==> config.mk <==
export PLATFORM = sky130hd
export DESIGN_NAME = adder_scheduler
export DESIGN_NICKNAME = d
export VERILOG_FILES = /design/src/rtl/adder_scheduler_pkg.sv /design/src/rtl/adder_scheduler_rr_arbiter.sv /design/src/rtl/adder_scheduler.sv
export SDC_FILE = /design/constraint.sdc
export NUM_CORES = 1
export LEC_CHECK = 0
export CAP_MARGIN = 15
export CORE_AREA = 2 2 214 216
export CTS_CLUSTER_SIZE = 10
export DETAILED_ROUTE_END_ITERATION = 10
export DIE_AREA = 0 0 216 218
export PLACE_DENSITY = 0.67
export SYNTH_ARGS = -nofsm -noshare
export SYNTH_HDL_FRONTEND = slang
export SYNTH_SLANG_ARGS = --single-unit
==> constraint.sdc <==
create_clock -name clk -period 7.49 [get_ports clk]
set_clock_uncertainty 0.1 [all_clocks]
set_input_delay 0.749 -clock clk [delete_from_list [all_inputs] [get_ports clk]]
set_output_delay 0.749 -clock clk [all_outputs]
set_load 0.02 [all_outputs]
==> src/rtl/adder_scheduler_pkg.sv <==
// Shared types and helpers for schedulers that time-share an arithmetic unit.
package adder_scheduler_pkg;

  typedef enum logic [1:0] {
    IDLE  = 2'd0,
    ACCUM = 2'd1,
    DONE  = 2'd2
  } sched_state_t;

  // Index width that never collapses to zero bits for a single-entry range.
  function automatic int id_width(input int n);
    return (n > 1) ? $clog2(n) : 1;
  endfunction

endpackage

==> src/rtl/adder_scheduler_rr_arbiter.sv <==
// Combinational round-robin arbiter: the first request after last_grant wins,
// scanning upward with wrap.
module rr_arbiter
  import adder_scheduler_pkg::*;
#(
  parameter int N     = 4,
  parameter int IDX_W = id_width(N)
) (
  input  logic [N-1:0]     req,
  input  logic [IDX_W-1:0] last_grant,
  output logic [N-1:0]     grant,
  output logic [IDX_W-1:0] grant_idx
);

  logic             found;
  logic [IDX_W-1:0] cand;

  always_comb begin
    grant     = '0;
    grant_idx = '0;
    found     = 1'b0;
    cand      = '0;
    for (int k = 1; k <= N; k++) begin
      cand = IDX_W'((int'(last_grant) + k) % N);
      if (!found && req[cand]) begin
        found     = 1'b1;
        grant_idx = cand;
      end
    end
    if (found) grant[grant_idx] = 1'b1;
  end

endmodule

==> src/rtl/adder_scheduler.sv <==
// Shares one adder among NUM_REQ requesters: grant round-robin, capture the
// operand vector, sum it serially and hold the result until it is taken.
module adder_scheduler
  import adder_scheduler_pkg::*;
#(
  parameter int NUM_BITS = 32,
  parameter int NUM_SUMS = 4,
  parameter int NUM_REQ  = 4,
  parameter int ID_W     = id_width(NUM_REQ)
) (
  input  logic                                 clk,
  input  logic                                 rst,
  input  logic [NUM_REQ-1:0]                   req_valid,
  input  logic [NUM_REQ*NUM_SUMS*NUM_BITS-1:0] req_data,
  output logic [NUM_REQ-1:0]                   req_ready,
  output logic                                 res_valid,
  output logic [NUM_BITS-1:0]                  res_data,
  output logic [ID_W-1:0]                      res_id,
  input  logic                                 res_ready
);

  localparam int IDX_W = id_width(NUM_SUMS);
  localparam logic [IDX_W-1:0] LAST_IDX = IDX_W'(NUM_SUMS - 1);

  sched_state_t          state;
  logic [NUM_BITS-1:0]   op_buf [NUM_SUMS];
  logic [NUM_BITS-1:0]   acc;
  logic [NUM_BITS-1:0]   acc_next;
  logic [IDX_W-1:0]      idx;
  logic [ID_W-1:0]       id;
  logic [ID_W-1:0]       last_grant;
  logic [NUM_REQ-1:0]    grant;
  logic [ID_W-1:0]       grant_idx;

  rr_arbiter #(
    .N     (NUM_REQ),
    .IDX_W (ID_W)
  ) u_arb (
    .req        (req_valid),
    .last_grant (last_grant),
    .grant      (grant),
    .grant_idx  (grant_idx)
  );

  // rst gates the grant so nothing is accepted while reset is held
  assign req_ready = (state == IDLE && !rst) ? grant : '0;
  assign acc_next  = acc + op_buf[idx];

  always_ff @(posedge clk or posedge rst) begin
    if (rst) begin
      state      <= IDLE;
      acc        <= '0;
      idx        <= '0;
      id         <= '0;
      last_grant <= ID_W'(NUM_REQ - 1);
      res_valid  <= 1'b0;
      res_data   <= '0;
      res_id     <= '0;
      for (int k = 0; k < NUM_SUMS; k++) op_buf[k] <= '0;
    end else begin
      case (state)
        IDLE: begin
          if (|req_valid) begin
            for (int k = 0; k < NUM_SUMS; k++)
              op_buf[k] <= req_data[(int'(grant_idx) * NUM_SUMS + k) * NUM_BITS +: NUM_BITS];
            acc        <= req_data[int'(grant_idx) * NUM_SUMS * NUM_BITS +: NUM_BITS];
            id         <= grant_idx;
            last_grant <= grant_idx;
            idx        <= IDX_W'(1);
            if (NUM_SUMS > 1) begin
              state <= ACCUM;
            end else begin
              state     <= DONE;
              res_valid <= 1'b1;
              res_data  <= req_data[int'(grant_idx) * NUM_SUMS * NUM_BITS +: NUM_BITS];
              res_id    <= grant_idx;
            end
          end
        end
        ACCUM: begin
          acc <= acc_next;
          idx <= idx + 1'b1;
          if (idx == LAST_IDX) begin
            state     <= DONE;
            res_valid <= 1'b1;
            res_data  <= acc_next;
            res_id    <= id;
          end
        end
        DONE: begin
          if (res_ready) begin
            state     <= IDLE;
            res_valid <= 1'b0;
          end
        end
        default: state <= IDLE;
      endcase
    end
  end

endmodule

==> metrics.md, run 1 <==
| Metric | Value |
|---|---|
| Result of the run | `complete, no violations` |
| Number of buffers added on ports | `557` |
| Proportion of synthesized chip area in sequential cells | `37.0%` |
| Worst min-delay path category | `reg2reg` |
| Register-to-Register Setup Slack | `3.27 ns` |
| Number of enable-type register cells in the synthesized netlist | `0` |
| Post-cts resize count | `0` |
| Remaining number of nets flagged by the antenna check after routing | `0` |
| Cts bufs inserted | `25` |
| Wirelength per Cell | `19.3 um` |
| FFs w/ async S/R, synth | `100%` |
| Max Cap Violations | `0` |
| Number of failing hold endpoints at the final stage | `0` |
| Die height | `218 um` |
| Mapped Nets | `2,325` |
| Transition at the pin with the smallest max-transition slack | `1.21 ns` |
| Required time of the worst setup path | `7.83 ns` |
| Share of the cycle needed by the critical path after routing | `56.3%` |
| Critical Path Source Type | `flip-flop` |
| Finished layout cell area | `20,400 um2` |
| Post-route DRC | `0` |
| Standard-cell row count | `78` |
| Initial antenna violation count | `1` |
| Peak clock frequency supported by timing | `0.237 GHz` |
| Cell internal power dissipation | `4.87 mW` |
| Predominant post-synthesis flop cell | `sky130_fd_sc_hd__dfrtp_1` |
| Final critical path time including I/O delays and setup | `4.22 ns` |
| Total via count in the routed design | `14,140` |
| Congestion Overflow GR | `0` |
| Post-Route WL | `55,000 um` |
| Area delta synth->final | `48.6%` |
| Multi-input combinational cell area | `8090 um2` |
| Slew margin rel. | `19.3%` |
| CP Data Arrival Time | `4.56 ns` |
| CP max FO | `19` |
| Leakage | `8.55 nW` |
| Starting utilization of the core area | `30.6%` |
| Register Area | `5080 um2` |
| Critical path type | `reg2reg` |
| Unrepaired setup endpoints after global routing | `false` |
| Hold buffers post-CTS | `0` |
| Setup Buffers After CTS | `0` |
| Clock network fraction of total power | `11.5%` |
| HPWL after detailed placement | `42,700 um` |
| Max Slew Vio Count | `0` |
| Maximum number of pins on one net before global-route repair | `225` |
| Clock input transition at the sequential cells of the worst setup and hold paths | `0.06 ns` |
| Setup_tns | `0 ns` |
| Clock network latency to the later pin of the worst-skew pair | `0.52 ns` |
| Fraction of final layout cells with drive strength greater than 1 | `6.18%` |
| Final setup violation count | `0` |
| Clock Sinks | `203` |
| NumNets Final | `2,789` |
| Area after DPL | `19,700 um2` |
| Switching power as a share of total power | `49.6%` |
| Root buffer cell | `sky130_fd_sc_hd__clkbuf_16` |
| First-pass GRT wire length | `82,200 um` |
| Number of register bits inferred by synthesis | `203` |
| P per Cell Area | `473 nW/um2` |
| Yosys synthesis warning count | `0` |
| First-iteration detailed-routing DRC count | `844` |
| Unique masters post-synth | `56` |
| Routability cong. | `0.881` |
| Combinational group share of total power | `65.9%` |
| Fill count | `4,425` |
| CTS tree | `yes` |
| Count of TritonRoute iterations in the first routing pass | `5` |
| Count of mapped cells out of synthesis | `1,773` |
| Portion of total power attributed to sequential cells | `22.6%` |
| Cell area after technology mapping | `13,700 um2` |
| Die Area | `47,100 um2` |
| Syn_area_per_cell | `7.75 um2` |
| Largest vdd supply drop | `0.252 mV` |
| Switching component of the power | `4.79 mW` |
| Core footprint | `44,900 um2` |
| Boundary Pins | `558` |
| Clock tree buffer depth | `3` |
| Total Routing Usage GR | `22.4%` |
| Crit path capture type | `flip-flop` |
| Routed vias/inst | `4.96` |
| Number of global-route vias before repair | `13,872` |
| Die Width | `216 um` |
| Maximum level of the CTS H-tree | `1` |
## critical path, stage by stage (launching register included)
cell	delay (ns)
sky130_fd_sc_hd__dfrtp_2	0.73
sky130_fd_sc_hd__buf_4	0.43
sky130_fd_sc_hd__mux4_2	0.55
sky130_fd_sc_hd__ha_1	0.46
sky130_fd_sc_hd__and3_1	0.25
sky130_fd_sc_hd__and2b_1	0.17
sky130_fd_sc_hd__nand3_1	0.09
sky130_fd_sc_hd__o21ai_2	0.31
sky130_fd_sc_hd__a41oi_4	0.20
sky130_fd_sc_hd__o31ai_4	0.34
sky130_fd_sc_hd__mux2_4	0.33
sky130_fd_sc_hd__o211ai_2	0.13
## power by group through the flow
| stage | registers [mW] | clock network [mW] | logic (mW) |
|---|---|---|---|
| 6_report | 2.18 | 1.11 | 6.36 |
| 5_1_grt | 2.25 | 1.18 | 7.06 |
| 4_1_cts | 2.18 | 1.14 | 6.38 |
| 3_5_place_dp | 2.19 | 0 | 6.36 |
| 3_3_place_gp | 2.18 | 0 | 6.32 |
| 2_1_floorplan | 2.04 | 0 | 4.41 |
## layer usage
layer | wire length [um] | track usage [%]
met5 | 0 | 0
met4 | 673 | 3.54
met3 | 2960 | 3.40
met2 | 25200 | 35.9
met1 | 26200 | 32.6
## worst paths after layout
check	to	from	cells past startpoint
worst max-delay path	acc[30]	idx[0]	11
worst min-delay path	op_buf[16]	op_buf[16]	2
worst max register to register	acc[30]	idx[0]	11
worst min register to register	op_buf[16]	op_buf[16]	2
max in group asynchronous	op_buf[60]	rst	3
min in group asynchronous	op_buf[1]	rst	2
## registers in the layout, summed over array words and instances, names as in the netlist
name / cells
acc: 32
res_valid: 1
state: 2
res_id: 2
id: 2
idx: 2
res_data: 32
op_buf: 128
last_grant: 2
## synth_stat cells (all sizes together) (6+ instances only)
master | n | area (um2)
nand2 | 478 | 1790
nor2 | 308 | 1160
o21ai | 249 | 1260
dfrtp | 201 | 5030
nand3 | 105 | 526
clkbuf | 77 | 290
mux4 | 64 | 1440
buf | 56 | 295
a21oi | 40 | 204
o211ai | 36 | 280
ha | 32 | 400
xnor2 | 16 | 140
a21o | 13 | 97.6
xor2 | 12 | 105
inv | 11 | 41.3
nand2b | 7 | 43.8
a31oi | 6 | 43.8
## metrics by stage
step           setup WS, ns  power, mW  instances  hold slack (ns)  util, %
5_1_grt                2.92       10.5       2851            0.392     45.5
4_1_cts                3.18       9.70       2849            0.378     45.4
3_5_place_dp           3.18       8.56       2809            0.359     43.8
3_3_place_gp           3.26       8.50       2809            0.355     43.8
2_1_floorplan         0.827       6.45       1773            0.341        -
6_report               3.27       9.66       2851            0.371     45.5
## layout make-up
| cell class | instances | area share, % |
|---|---|---|
| Antenna cell | 1 | 0.0123 |
| Clock buffer | 38 | 3.50 |
| Clock inverter | 2 | 0.0858 |
| Inverter | 11 | 0.239 |
| Multi-Input combinational cell | 1426 | 39.6 |
| Sequential cell | 203 | 24.9 |
| Tap cell | 600 | 3.68 |
| Timing Repair Buffer | 570 | 28.0 |
## cell families after synthesis
kind of cell	Yosys count	synth area share, %
xor gates and xnor gates	28	1.79
AOI/OAI and AO/OA	367	15.5
and+or+nand+nor	927	27.0
buffers and inverters	144	4.56
muxes	71	11.1
DFF	203	37.0
adders and majority gates	33	3.06
## placed cells by master, fill, tap and decap left out, drive strengths merged, types with 3 or more instances in the layout
cell,count
clkdlybuf4s50,557
and3,3
o211ai,36
xnor2,16
nand2,478
o21ai,249
nand4,5
nand2b,7
and2,3
a22oi,3
buf,13
a21o,13
mux4,64
nor2,308
a31oi,6
and4,3
clkbuf,38
mux2,5
o21bai,4
nor3,4
nand3,105
xor2,12
ha,32
a211oi,3
a21oi,40
a41oi,5
inv,12
nor2b,3
or3,4
dfrtp,201
No activity file was read; power rests on OpenSTA's default activity.
==> run 2: changes to the inputs <==
Clock period 7.49 ns to 4 ns, I/O delays scaled along.
==> metrics.md, run 2 (synthesized netlist as in run 1, its figures left out) <==
| Metric | Value |
|---|---|
| Result of the run | `complete, no violations` |
| Maximum number of pins on one net before global-route repair | `232 (+3.1%)` |
| Final Power | `18.3 mW (+89%)` |
| Number of global-route vias before repair | `14,184 (+2.2%)` |
| NumNets Final | `2,807 (+0.65%)` |
| Post-placement cell count | `2,827 (+0.64%)` |
| Largest reg by FF count | `op_buf` |
| HPWL after detailed placement | `45,600 um (+6.6%)` |
| Clock tree buffer depth | `3 (unchanged)` |
| Leading cell types in the layout, fill and taps excluded | `557 x sky130_fd_sc_hd__clkdlybuf4s50_1, 477 x sky130_fd_sc_hd__nand2_1, 307 x sky130_fd_sc_hd__nor2_1` |
| Unrepaired setup endpoints after global routing | `false` |
| Critical path type | `reg2reg` |
| Critical path buffers and inverters | `1 (unchanged)` |
| Multi-input combinational cell area | `8090 um2 (unchanged)` |
| Setup_tns | `0 ns (unchanged)` |
| Cell with the largest stage delay on the worst path | `sky130_fd_sc_hd__mux4_2` |
| Leakage | `8.69 nW (+1.6%)` |
| Clock network latency to the later pin of the worst-skew pair | `0.53 ns (about the same)` |
| Number of failing hold endpoints at the final stage | `0 (unchanged)` |
| Max Slew Vio Count | `0 (unchanged)` |
| Critical Path, Cell by Cell | `buf_12 -> mux4_2 -> ha_1 -> and3_1 -> and2b_1 -> nand3_1 -> o21ai_2 -> a41oi_4 -> o31ai_4 -> mux2_4 -> o211ai_2` |
| Worst min-delay path category | `in2async` |
| Die Area | `47,100 um2 (unchanged)` |
| Share of the cycle needed by the critical path after routing | `93.9% (+38 points)` |
| First-iteration detailed-routing DRC count | `870 (+3.1%)` |
| Total Routing Usage GR | `23.1% (+0.67 points)` |
| Clock Sinks | `203 (unchanged)` |
| Count of TritonRoute iterations in the first routing pass | `5 (unchanged)` |
| R2R depth | `11 (unchanged)` |
| Required time of the worst setup path | `4.34 ns (-3.49 ns)` |
| Slew margin rel. | `37.0% (+18 points)` |
| CP delay by family, top | `compound AO/OA/AOI/OAI gates` |
| Final setup violation count | `0 (unchanged)` |
| Post-route DRC | `0 (unchanged)` |
| Launching point of the worst reg2reg path | `idx[0]` |
| Die Width | `216 um (unchanged)` |
| Post-Route WL | `56,600 um (+2.9%)` |
| CP Data Arrival Time | `4.10 ns (-0.46 ns)` |
| Routed vias/inst | `4.97 (+0.29%)` |
| Post-cts resize count | `0 (unchanged)` |
| Number of flip-flops under the largest register name | `128 (unchanged)` |
| Worst Slack Setup Final | `0.243 ns (-3.03 ns)` |
| Fill count | `4,410 (-0.34%)` |
| Hold buffers post-CTS | `0 (unchanged)` |
| Crit path capture type | `flip-flop` |
| Number of buffers added on ports | `557 (unchanged)` |
| Initial antenna violation count | `8 (+7)` |
| Final critical path time including I/O delays and setup | `3.76 ns (-0.460 ns)` |
| Finished layout cell area | `20,700 um2 (+1.4%)` |
| Clock input transition at the sequential cells of the worst setup and hold paths | `0.06 ns (about the same)` |
| Area delta synth->final | `50.7%` |
| Transition at the pin with the smallest max-transition slack | `0.944 ns (-0.266 ns)` |
| Biggest registers after layout | `op_buf: 128 flops, acc: 32 flops, res_data: 32 flops` |
| Core footprint | `44,900 um2 (unchanged)` |
| Share of the core filled with cells | `46.1% (+0.63 points)` |
| First-pass GRT wire length | `84,000 um (+2.2%)` |
| Root buffer cell | `sky130_fd_sc_hd__clkbuf_16` |
| Fraction of final layout cells with drive strength greater than 1 | `7.05% (+0.87 points)` |
| Register-to-Register Setup Slack | `0.24 ns (-3.03 ns)` |
| Crit path from | `idx[0]` |
| Congestion Overflow GR | `0 (unchanged)` |
| Critical Path Source Type | `flip-flop` |
| Worst slack after detailed placement | `0.232 ns (-2.95 ns)` |
| Worst slack on hold paths | `0.336 ns (-0.0349 ns)` |
| Cts bufs inserted | `26 (+4.0%)` |
| Peak clock frequency supported by timing | `0.266 GHz (+12%)` |
| Boundary Pins | `558 (unchanged)` |
| Die height | `218 um (unchanged)` |
| CTS tree | `yes` |
| Routability cong. | `0.908 (+3.0%)` |
| Setup Buffers After CTS | `0 (unchanged)` |
| Largest vdd supply drop | `0.456 mV (+81%)` |
| Starting utilization of the core area | `30.6% (unchanged)` |
| Non-filler instance count after layout | `2,875 (+0.84%)` |
| P per Cell Area | `884 nW/um2 (+87%)` |
| Area after DPL | `19,900 um2 (+1.2%)` |
| Slowest Stage Delay on Critical Path | `0.57 ns (-0.16 ns)` |
| CP max FO | `26 (+7)` |
| Most frequent standard cell in the layout excluding fill and tap cells | `sky130_fd_sc_hd__clkdlybuf4s50_1` |
| Max Cap Violations | `0 (unchanged)` |
| Maximum level of the CTS H-tree | `1 (unchanged)` |
| Critical R2R Capture | `acc[30]` |
| Wirelength per Cell | `19.7 um (+2.1%)` |
| Remaining number of nets flagged by the antenna check after routing | `0 (unchanged)` |
| Total via count in the routed design | `14,301 (+1.1%)` |
| Standard-cell row count | `78 (unchanged)` |
| Register Area | `5080 um2 (unchanged)` |
[run 2: area by class of cell]
type / count / area share, %
Sequential cell: 203 / 24.6
Timing Repair Buffer: 587 / 28.6
Clock buffer: 40 / 3.74
Tap cell: 600 / 3.63
Inverter: 11 / 0.218
Multi-Input combinational cell: 1426 / 39.1
Antenna cell: 5 / 0.0605
Clock inverter: 3 / 0.0846
[run 2: worst max-delay path by stage]
| stage | to | slack [ns] | cells past startpoint |
|---|---|---|---|
| floorplan | req_ready[1] | -0.49 | 2 |
| global placement | acc[30] | 0.34 | 11 |
| detailed placement | acc[30] | 0.23 | 11 |
| CTS | acc[30] | 0.22 | 11 |
| global route | acc[30] | 0.06 | 11 |
| finish | acc[30] | 0.24 | 11 |
[run 2: worst min-delay path, stage by stage]
cell,delay (ns)
sky130_fd_sc_hd__clkdlybuf4s50_1,0.48
sky130_fd_sc_hd__clkinvlp_4,0.14
sky130_fd_sc_hd__buf_4,0.35
[run 2: power breakdown]
part           leakage [nW]  internal (mW)  switching, mW  total, mW
combinational          5.85           4.83           7.28       12.1
sequential             2.45           3.20          0.801       4.00
clock                 0.386           1.31          0.878       2.19
total                  8.69           9.34           8.96       18.3
[run 2: routing by layer]
layer | part of all wire, % | vias up | GRT usage [%]
met5 | 0.081 | - | 0
met4 | 1.6 | 6 | 5.11
met3 | 6.0 | 49 | 4.09
met2 | 46 | 442 | 37.0
met1 | 47 | 6799 | 32.6
li1 | - | 7005 | -
